### config.mk
export PLATFORM = sky130hd
export DESIGN_NAME = mig_u_fetch
export DESIGN_NICKNAME = d
export VERILOG_FILES = /design/src/rtl/mig_u_pkg.sv /design/src/rtl/mig_u_fifo.sv /design/src/rtl/mig_u_fetch.sv
export SDC_FILE = /design/constraint.sdc
export NUM_CORES = 1
export LEC_CHECK = 0
export CAP_MARGIN = 15
export CORE_AREA = 3 3 150 152
export DETAILED_ROUTE_END_ITERATION = 6
export DIE_AREA = 0 0 153 155
export PLACE_DENSITY_LB_ADDON = 0.2
export SLEW_MARGIN = 10
export SYNTH_ARGS = -nofsm -noshare
export SYNTH_HDL_FRONTEND = slang
export SYNTH_SLANG_ARGS = --single-unit
### constraint.sdc
create_clock -name clk -period 2.7 [get_ports clk]
set_input_delay 0.54 -clock clk [delete_from_list [all_inputs] [get_ports clk]]
set_output_delay 0.54 -clock clk [all_outputs]
set_load 0.05 [all_outputs]
### src/rtl/mig_u_pkg.sv
// Shared types and constants for the Mig-U core front end.
package mig_u_pkg;

  localparam int INSN_SIZE      = 4;
  localparam int INSN_SIZE_BITS = 32;

  typedef enum logic [1:0] {
    BOOT,
    RUN,
    HALT
  } fetch_state_e;

endpackage

### src/rtl/mig_u_fifo.sv
// Generic synchronous FIFO with flush; head is read straight from storage
// so the output side is registered state only.
module mig_u_fifo #(
  parameter int WIDTH = 8,
  parameter int DEPTH = 2
) (
  input  logic                       clk,
  input  logic                       rst,
  input  logic                       push,
  input  logic [WIDTH-1:0]           push_data,
  input  logic                       pop,
  input  logic                       flush,
  output logic [WIDTH-1:0]           head,
  output logic [$clog2(DEPTH+1)-1:0] count,
  output logic                       empty,
  output logic                       full
);

  localparam int PTR_W = (DEPTH > 1) ? $clog2(DEPTH) : 1;
  localparam int CNT_W = $clog2(DEPTH + 1);

  logic [WIDTH-1:0] mem [DEPTH];
  logic [PTR_W-1:0] wr_ptr;
  logic [PTR_W-1:0] rd_ptr;
  logic             do_push;
  logic             do_pop;

  function automatic logic [PTR_W-1:0] ptr_inc(input logic [PTR_W-1:0] p);
    return (p == PTR_W'(DEPTH - 1)) ? '0 : p + 1'b1;
  endfunction

  assign empty   = (count == '0);
  assign full    = (count == CNT_W'(DEPTH));
  assign do_pop  = pop && !empty;
  assign do_push = push && (!full || do_pop);
  assign head    = mem[rd_ptr];

  // Storage, pointers and occupancy; flush wins over any push/pop that cycle.
  always_ff @(posedge clk or negedge rst) begin
    if (!rst) begin
      wr_ptr <= '0;
      rd_ptr <= '0;
      count  <= '0;
      for (int i = 0; i < DEPTH; i++) mem[i] <= '0;
    end else if (flush) begin
      wr_ptr <= '0;
      rd_ptr <= '0;
      count  <= '0;
    end else begin
      if (do_push) begin
        mem[wr_ptr] <= push_data;
        wr_ptr      <= ptr_inc(wr_ptr);
      end
      if (do_pop) rd_ptr <= ptr_inc(rd_ptr);
      if (do_push && !do_pop) count <= count + 1'b1;
      else if (!do_push && do_pop) count <= count - 1'b1;
    end
  end

endmodule

### src/rtl/mig_u_fetch.sv
// Mig-U instruction fetch: issues word-aligned requests, buffers in-order
// responses with their PC, and handles redirects by dropping stale responses.
module mig_u_fetch
  import mig_u_pkg::*;
#(
  parameter int ADDR_WIDTH = 32,
  parameter int DEPTH      = 2
) (
  input  logic                  clk,
  input  logic                  rst,
  input  logic [ADDR_WIDTH-3:0] rst_addr,
  output logic                  imem_req_valid,
  input  logic                  imem_req_ready,
  output logic [ADDR_WIDTH-3:0] imem_req_addr,
  input  logic                  imem_rsp_valid,
  input  logic [31:0]           imem_rsp_data,
  input  logic                  imem_rsp_err,
  output logic                  insn_valid,
  input  logic                  insn_ready,
  output logic [31:0]           insn_data,
  output logic [ADDR_WIDTH-3:0] insn_pc,
  output logic                  insn_fault,
  input  logic                  redirect_valid,
  input  logic [ADDR_WIDTH-3:0] redirect_addr
);

  localparam int PC_W  = ADDR_WIDTH - 2;
  localparam int CNT_W = $clog2(DEPTH + 1);

  typedef struct packed {
    logic [INSN_SIZE_BITS-1:0] insn;
    logic [PC_W-1:0]           pc;
    logic                      fault;
  } fetch_entry_t;

  fetch_state_e     state;
  fetch_state_e     state_next;
  logic [PC_W-1:0]  pc;
  logic [PC_W-1:0]  rsp_pc;
  logic [CNT_W-1:0] inflight;
  logic [CNT_W-1:0] inflight_next;
  logic [CNT_W-1:0] drop;
  logic [CNT_W-1:0] fifo_count;
  logic             fifo_empty;
  logic             fifo_full;
  logic             redirect;
  logic             credit_ok;
  logic             req_hs;
  logic             rsp_push;
  logic             insn_pop;
  fetch_entry_t     push_entry;
  fetch_entry_t     head;

  assign redirect   = redirect_valid && (state != BOOT);
  assign credit_ok  = !fifo_full &&
                      (({1'b0, inflight} + {1'b0, fifo_count}) < (CNT_W + 1)'(DEPTH));
  assign req_hs     = imem_req_valid && imem_req_ready;
  assign rsp_push   = imem_rsp_valid && (drop == '0) && !redirect;
  assign insn_pop   = !fifo_empty && insn_ready;
  assign push_entry = '{insn: imem_rsp_data, pc: rsp_pc, fault: imem_rsp_err};

  assign imem_req_addr = pc;
  assign insn_valid    = !fifo_empty;
  assign insn_data     = head.insn;
  assign insn_pc       = head.pc;
  assign insn_fault    = head.fault;

  // State register; reset parks the fetcher in BOOT.
  always_ff @(posedge clk or negedge rst) begin
    if (!rst) state <= BOOT;
    else      state <= state_next;
  end

  // Next state and request valid; a redirect always restarts fetching.
  always_comb begin
    state_next     = state;
    imem_req_valid = 1'b0;
    case (state)
      BOOT: state_next = RUN;
      RUN: begin
        imem_req_valid = credit_ok;
        if (rsp_push && imem_rsp_err) state_next = HALT;
      end
      HALT:    state_next = HALT;
      default: state_next = BOOT;
    endcase
    if (redirect) state_next = RUN;
  end

  // Outstanding request count after this cycle's handshake and response.
  always_comb begin
    inflight_next = inflight;
    case ({req_hs, imem_rsp_valid})
      2'b10:   inflight_next = inflight + 1'b1;
      2'b01:   inflight_next = inflight - 1'b1;
      default: inflight_next = inflight;
    endcase
  end

  // Request/response PCs and the credits still owed by stale responses.
  always_ff @(posedge clk or negedge rst) begin
    if (!rst) begin
      pc       <= '0;
      rsp_pc   <= '0;
      inflight <= '0;
      drop     <= '0;
    end else begin
      inflight <= inflight_next;
      if (state == BOOT) begin
        pc     <= rst_addr;
        rsp_pc <= rst_addr;
      end else if (redirect) begin
        pc     <= redirect_addr;
        rsp_pc <= redirect_addr;
      end else begin
        if (req_hs)   pc     <= pc + 1'b1;
        if (rsp_push) rsp_pc <= rsp_pc + 1'b1;
      end
      if (redirect) drop <= inflight_next;
      else if (imem_rsp_valid && (drop != '0)) drop <= drop - 1'b1;
    end
  end

  mig_u_fifo #(
    .WIDTH($bits(fetch_entry_t)),
    .DEPTH(DEPTH)
  ) u_insn_fifo (
    .clk      (clk),
    .rst      (rst),
    .push     (rsp_push),
    .push_data(push_entry),
    .pop      (insn_pop),
    .flush    (redirect),
    .head     (head),
    .count    (fifo_count),
    .empty    (fifo_empty),
    .full     (fifo_full)
  );

endmodule

### Word level (Yosys, flattened, before mapping)

Index checks and enable logic that the tools add are counted.

| storage, ports and cells | value |
|---|---|
| logic and storage cells | 92 |
| bits in registers | 196 |
| output and inout bits | 95 |
| bits of input ports | 99 |

| operators by class | value |
|---|---|
| equality and inequality tests | 6 |
| muxes and demuxes | 28 |
| $add $sub $neg | 10 |
| reduce and logical (&&, ||, !) cells | 31 |
| bitwise logic cells | 3 |
| order comparisons | 4 |

Operators with widths:

| operator | count |
|---|---|
| 63-bit 2-to-1 mux | 4 |
| 30-bit 2-to-1 mux | 6 |
| 126-bit bitwise mux | 1 |
| 63-bit demux with 1-bit select | 1 |
| 30-bit by 1-bit adder with 30-bit output (second input constant) | 2 |
| 2-bit 2-to-1 mux | 7 |
| 1-bit logical AND | 13 |
| 2-bit nonzero test | 5 |
| 3-bit nonzero test | 3 |
| 1-bit 2-to-1 mux | 7 |
| 2-bit == test (second input constant) | 3 |
| 2-bit zero test | 3 |
| 2-bit case mux with 3 select lines | 1 |
| 2-bit by 1-bit subtractor with 2-bit output (second input constant) | 3 |
| 1-bit zero test | 5 |
| 2-bit by 1-bit adder with 2-bit output (second input constant) | 2 |
| 2-bit by 1-bit == test with 1-bit output (second input constant) | 2 |
| 2-bit greater-or-equal comparator (second input constant) | 2 |
| 1-bit NOT with 2-bit output | 2 |
| 2-bit case mux with 2 select lines | 1 |
| 2-bit by 2-bit adder with 3-bit output | 1 |
| 3-bit by 2-bit less-than comparator with 1-bit output (second input constant) | 1 |
| 3-bit != test (second input constant) | 1 |
| 1-bit adder (second input constant) | 2 |
| other kinds (4) | 4 |

### Depth between registers and ports, before layout

Gate-level depths: netlist of run 1.

| logic depth | value |
|---|---|
| word-level depth | 11 |
| mapped depth | 11 |
| mapped depth without buffers | 10 |

### Modules after synthesis

Synthesis of run 1 repeated with hierarchy kept, for this count alone.

| second synthesis, totals | value |
|---|---|
| cells, all modules | 881 |
| area total of the unflattened synthesis | 10279.9 um^2 |

Modules (own cells, without submodules):

| module | cells each | sequential area each (um^2) | instances | area an instance (um^2) |
|---|---|---|---|---|
| mig_u_fifo | 360 | 3253.1 | 1 | 5929.4 |
| mig_u_fetch | 521 | 1651.6 | 1 | 4350.4 |

### Least setup slack after synthesis of run 1

Ideal clock, no wire load.

| timing | value |
|---|---|
| kind | register to register |
| start point | register inflight[0] |
| end point | register drop[1] |
| data arrival time | 2.462 ns |
| buffers on the path | 1 |
| clock period less this slack | 2.587 ns |
| library setup time | 0.125 ns |
| required time | 2.575 ns |
| stages on the path, launching flop included | 12 |
| setup slack | 0.113 ns |
| path through | dfrtp_1 > and2_1 > fa_1 > nor2_1 > and4_1 > inv_1 > clkbuf_1 > ha_1 > xnor2_1 > nor2_1 > xor2_1 > mux2_2 |

| on the way | value |
|---|---|
| word-level cells in the longest chain between the ends | 8 |
| elaborated cells on any way between the ends | 11 |
| classes of those cells | add/sub (3); order compare (1); eq/ne (2); mux (3); reduce/logical (2) |

Ends and longest elaborated chain:

| element | line | text |
|---|---|---|
| start, declared | mig_u_fetch.sv:40 | `logic [CNT_W-1:0] inflight;` |
| start signal, assigned | mig_u_fetch.sv:108 | `inflight <= inflight_next;` |
| 2-bit by 2-bit adder with 3-bit output | mig_u_fetch.sv:56 | `(({1'b0, inflight} + {1'b0, fifo_count}) < (CNT_W + 1)'(DEPTH));` |
| 3-bit by 2-bit less-than comparator with 1-bit output | mig_u_fetch.sv:56 |  |
| 1-bit logical AND | mig_u_fetch.sv:55 | `assign credit_ok = !fifo_full &&` |
| 1-bit 2-to-1 mux | mig_u_fetch.sv:78 | `case (state)` |
| 1-bit logical AND | mig_u_fetch.sv:57 | `assign req_hs = imem_req_valid && imem_req_ready;` |
| 2-bit by 1-bit == test with 1-bit output / 2-bit == test (equally long branches) | mig_u_fetch.sv:93 | `case ({req_hs, imem_rsp_valid})` |
| 2-bit case mux with 2 select lines (*) | mig_u_fetch.sv:93 |  |
| named net inflight_next[1] | mig_u_fetch.sv:41 | `logic [CNT_W-1:0] inflight_next;` |
| 2-bit 2-to-1 mux (*) | mig_u_fetch.sv:119 | `if (redirect) drop <= inflight_next;` |
| end signal, assigned | mig_u_fetch.sv:119 |  |
| end signal, assigned | mig_u_fetch.sv:120 | `else if (imem_rsp_valid && (drop != '0)) drop <= drop - 1'b1;` |
| end, declared | mig_u_fetch.sv:42 | `logic [CNT_W-1:0] drop;` |

The timed path passes the listed nets; every way through them passes the cells marked *.
A chain may end at the register's enable or synchronous reset.

### Worst setup path in the final report of run 1

| timing | value |
|---|---|
| start point | register u_insn_fifo.rd_ptr |
| end point | output port insn_pc[7] |

| on the way | value |
|---|---|
| word-level cells in the longest chain between the ends | 4 |

Ends and longest elaborated chain:

| element | line | text |
|---|---|---|
| start, declared | mig_u_fifo.sv:24 | `logic [PTR_W-1:0] rd_ptr;` |
| start signal, assigned | mig_u_fifo.sv:54 | `if (do_pop) rd_ptr <= ptr_inc(rd_ptr);` |
| 1-bit NOT with 2-bit output (implied by the code) | mig_u_fifo.sv:36 | `assign head = mem[rd_ptr];` |
| 63-bit 2-to-1 mux (implied by the code) (3 in series) | mig_u_fifo.sv:36 |  |
| end, declared | mig_u_fetch.sv:21 | `output logic [ADDR_WIDTH-3:0] insn_pc,` |

No other way between the ends. The select of a mux whose other input is x is not followed.

==> results.txt, run 1 <==
Fmax: 0.378 GHz
Max_slew headroom: 0.592
Hold Path Class: flip-flop to flip-flop
Total number of yosys warnings: 0
Post-CTS setup buffer count: 0
Vias per inst: 5.76
Setup crit end: insn_pc[7]
Die H: 155 µm
Max-cap viol count: 0
Grt ovf: 0
R2r startpoint: inflight[0]
Gate Count Post-Synth: 881
Crit path required time: 2.16 ns
GP Congestion: 0.895
H-tree depth: 4
Initial Utilization: 0.473
Die ar.: 23700 µm²
CP endpoint kind: primary output
VDD IR-drop max: 0.725 mV
Routed vias: 7889
Largest net degree at the start of global routing: 61
Synthesized area per cell: 11.4 µm²
CP startpoint kind: flip-flop
#FFs+latches synth: 196
Final routed DRC violation total: 0
Final setup viols: 0
Total GRT Usage: 0.221
Final Power: 16.5 mW
Core ar.: 21200 µm²
P&R area growth vs syn: 28.7%
Pre-antenna DRT Iters: 5
Total I/O pin count: 194
ANT nets after route: 0
PwrDens: 1280 nW/µm²
Synth Cell Area: 10000 µm²
Iter 0 DRT Violations: 588
Vias in the first global route: 7893
Outcome: finished, final reports clean
Worst-path clk slew: 0.08 ns
Pins Over Slew Limit: 0
Total Routed Length: 26.6 mm
Nets@finish: 1189
R2R setup slack: 0.24 ns
Clock latency at the later pin of the worst-skew pair: 0.44 ns
Worst Setup SP: u_insn_fifo.rd_ptr
Share of cells above drive strength 1: 0.296
CTS root buf: clkbuf_16
Top_reg_cell synth: dfrtp_1
Post-Route Setup TNS: 0 ns
Width of the chip: 153 µm
Max Root-Sink Buffers: 2
Yosys cell types: 61
Initial antenna violation count: 0
Post-synthesis sequential area ratio: 0.490
Period utilization: 0.980
Leak: 5.75 nW
FFs w/ async S/R, synth: 1.00
Fin crit period: 2.65 ns
Drt wl/cell: 19.4 µm
CTS tree: built
Row Count: 53
Reg2reg end: imem_req_addr[7]
First-pass GRT wire length: 42.2 mm
Arr. time, crit path: 2.11 ns
Setup Skew: 0.0142 ns
Max FO, Critical Path: 14
Worst slew pin tran: 0.612 ns
Syn_nets: 988
DPL Wire Length: 19.4 mm
Unrepaired setup endpoints after global routing: no
# diodes: 0
Count of final hold-check violations: 0
PortBufs: 193
Post-synth EDFFs: 0
CP Class: flip-flop to primary output
Clock sinks: 196
CTS Buf Count: 17
Cells on worst reg2reg path: 9
## cell usage in the layout (no fill, tap or decap), types with 6 or more instances in the layout
cell type,count
dlymetal6s2s_1,12
a22oi_1,22
and3_1,11
nand4_1,15
ha_1,7
a211oi_1,6
buf_4,78
o31ai_1,7
clkdlybuf4s50_1,129
mux2_2,185
nand2b_1,9
a2bb2oi_1,11
a31oi_1,9
o21ai_0,39
a22o_1,8
nand3_1,29
nand2_1,60
nor3_1,12
buf_12,6
inv_1,15
a21oi_1,71
and4_1,13
clkbuf_16,17
dfrtp_1,195
nor2_1,36
## cells in the mapped netlist (all sizes together) (2+ instances only)
master | count | share of area
and3 | 11 | 0.0069
nand4 | 16 | 0.012
and2 | 3 | 0.0019
inv | 15 | 0.0056
or4 | 2 | 0.0019
buf | 19 | 0.011
a311o | 2 | 0.0020
a31oi | 9 | 0.0056
a22o | 9 | 0.0080
xnor2 | 5 | 0.0044
dfrtp | 196 | 0.49
o21ai | 40 | 0.020
mux2 | 190 | 0.21
xor2 | 4 | 0.0035
or2 | 4 | 0.0025
nand3 | 29 | 0.015
nor2 | 37 | 0.014
and4 | 13 | 0.011
o21a | 3 | 0.0023
nor4 | 6 | 0.0074
ha | 7 | 0.0088
a211oi | 6 | 0.0045
o22ai | 5 | 0.0031
nor3 | 16 | 0.011
nor3b | 2 | 0.0015
a2bb2oi | 11 | 0.0096
nor2b | 2 | 0.0013
nand2 | 62 | 0.024
nand2b | 9 | 0.0056
clkbuf | 28 | 0.015
o31ai | 7 | 0.0053
o41ai | 3 | 0.0026
a22oi | 22 | 0.017
a21oi | 71 | 0.036
o22a | 2 | 0.0018
a21o | 2 | 0.0015
## final cells by class
class,instances,area (µm²)
Inverter,15,56.3
Multi-Input combinational cell,622,4780
Clock inverter,14,154
Clock buffer,18,439
Tap cell,275,344
Timing Repair Buffer,230,2200
Sequential cell,196,4910
Fill cell,1748,8280
## power by group
| group | leakage (nW) | total (mW) | switching (mW) | internal [mW] |
|---|---|---|---|---|
| clock network | 0.288 | 2.51 | 1.25 | 1.27 |
| registers | 2.50 | 5.45 | 1.14 | 4.30 |
| logic | 2.96 | 8.55 | 5.13 | 3.42 |
## critical path, cell delays in order (launching register included)
cell and delay [ns]:
dfrtp_2 0.36, buf_4 0.24, mux2_2 0.36, clkdlybuf4s50_1 0.70
## metrics by stage
step | cells | setup slack [ns] | utilization | hold WS, ns | area, µm²
after global routing | 1370 | 0.00457 | 0.609 | 0.513 | 12900
after detailed placement | 1337 | 0.252 | 0.579 | 0.459 | 12200
final | 1370 | 0.0547 | 0.609 | 0.491 | 12900
after global placement | 1337 | 0.280 | 0.579 | 0.460 | 12200
after floorplan | 881 | 0.113 | - | 0.244 | 10000
after CTS | 1370 | 0.00477 | 0.607 | 0.490 | 12800
## worst min path at each step
stage,start,end,cells past startpoint
final,u_insn_fifo.mem[73],u_insn_fifo.mem[73],1
after floorplan,rst,drop[0],0
after CTS,u_insn_fifo.mem[74],u_insn_fifo.mem[74],1
after global placement,rst,u_insn_fifo.mem[8],1
after global routing,u_insn_fifo.mem[76],u_insn_fifo.mem[76],1
after detailed placement,rst,u_insn_fifo.mem[7],1
## routing by layer
layer | global-route usage | wire (µm)
met1 | 0.307 | 11700
met2 | 0.357 | 12700
met3 | 0.0356 | 1530
met4 | 0.0785 | 591
met5 | 0 | 0
## what timing repair did
item / in CTS / in global routing
hold buffers: 1 / 0
hold endpoints to repair: 17 / 0
gates resized for setup: 3 / 12
endpoints found under the setup margin: 3 / 12
## sequential cells by signal, summed over array words and instances, names as in the netlist
name / count
rsp_pc: 30
imem_req_addr: 30
drop: 2
u_insn_fifo.wr_ptr: 1
inflight: 2
u_insn_fifo.rd_ptr: 1
u_insn_fifo.count: 2
state: 2
u_insn_fifo.mem: 126
## cells by family (layout without fill, tap and decap cells)
family / Yosys count / in the layout / synth area share
compound gates: 200 / 200 / 0.126
xor+xnor: 9 / 9 / 0.00788
fa+ha+maj: 8 / 8 / 0.0108
buf+inv: 63 / 277 / 0.0341
flops: 196 / 196 / 0.490
mux: 191 / 191 / 0.215
simple gates: 214 / 214 / 0.116
No activity file was read; power rests on OpenSTA's default activity.
==> inputs of run 2 (changes only) <==
CTS_CLUSTER_DIAMETER = 120   (was not set)
==> results of run 2 <==
Same layout as run 1: the final DEF is identical, and so are final timing and power.
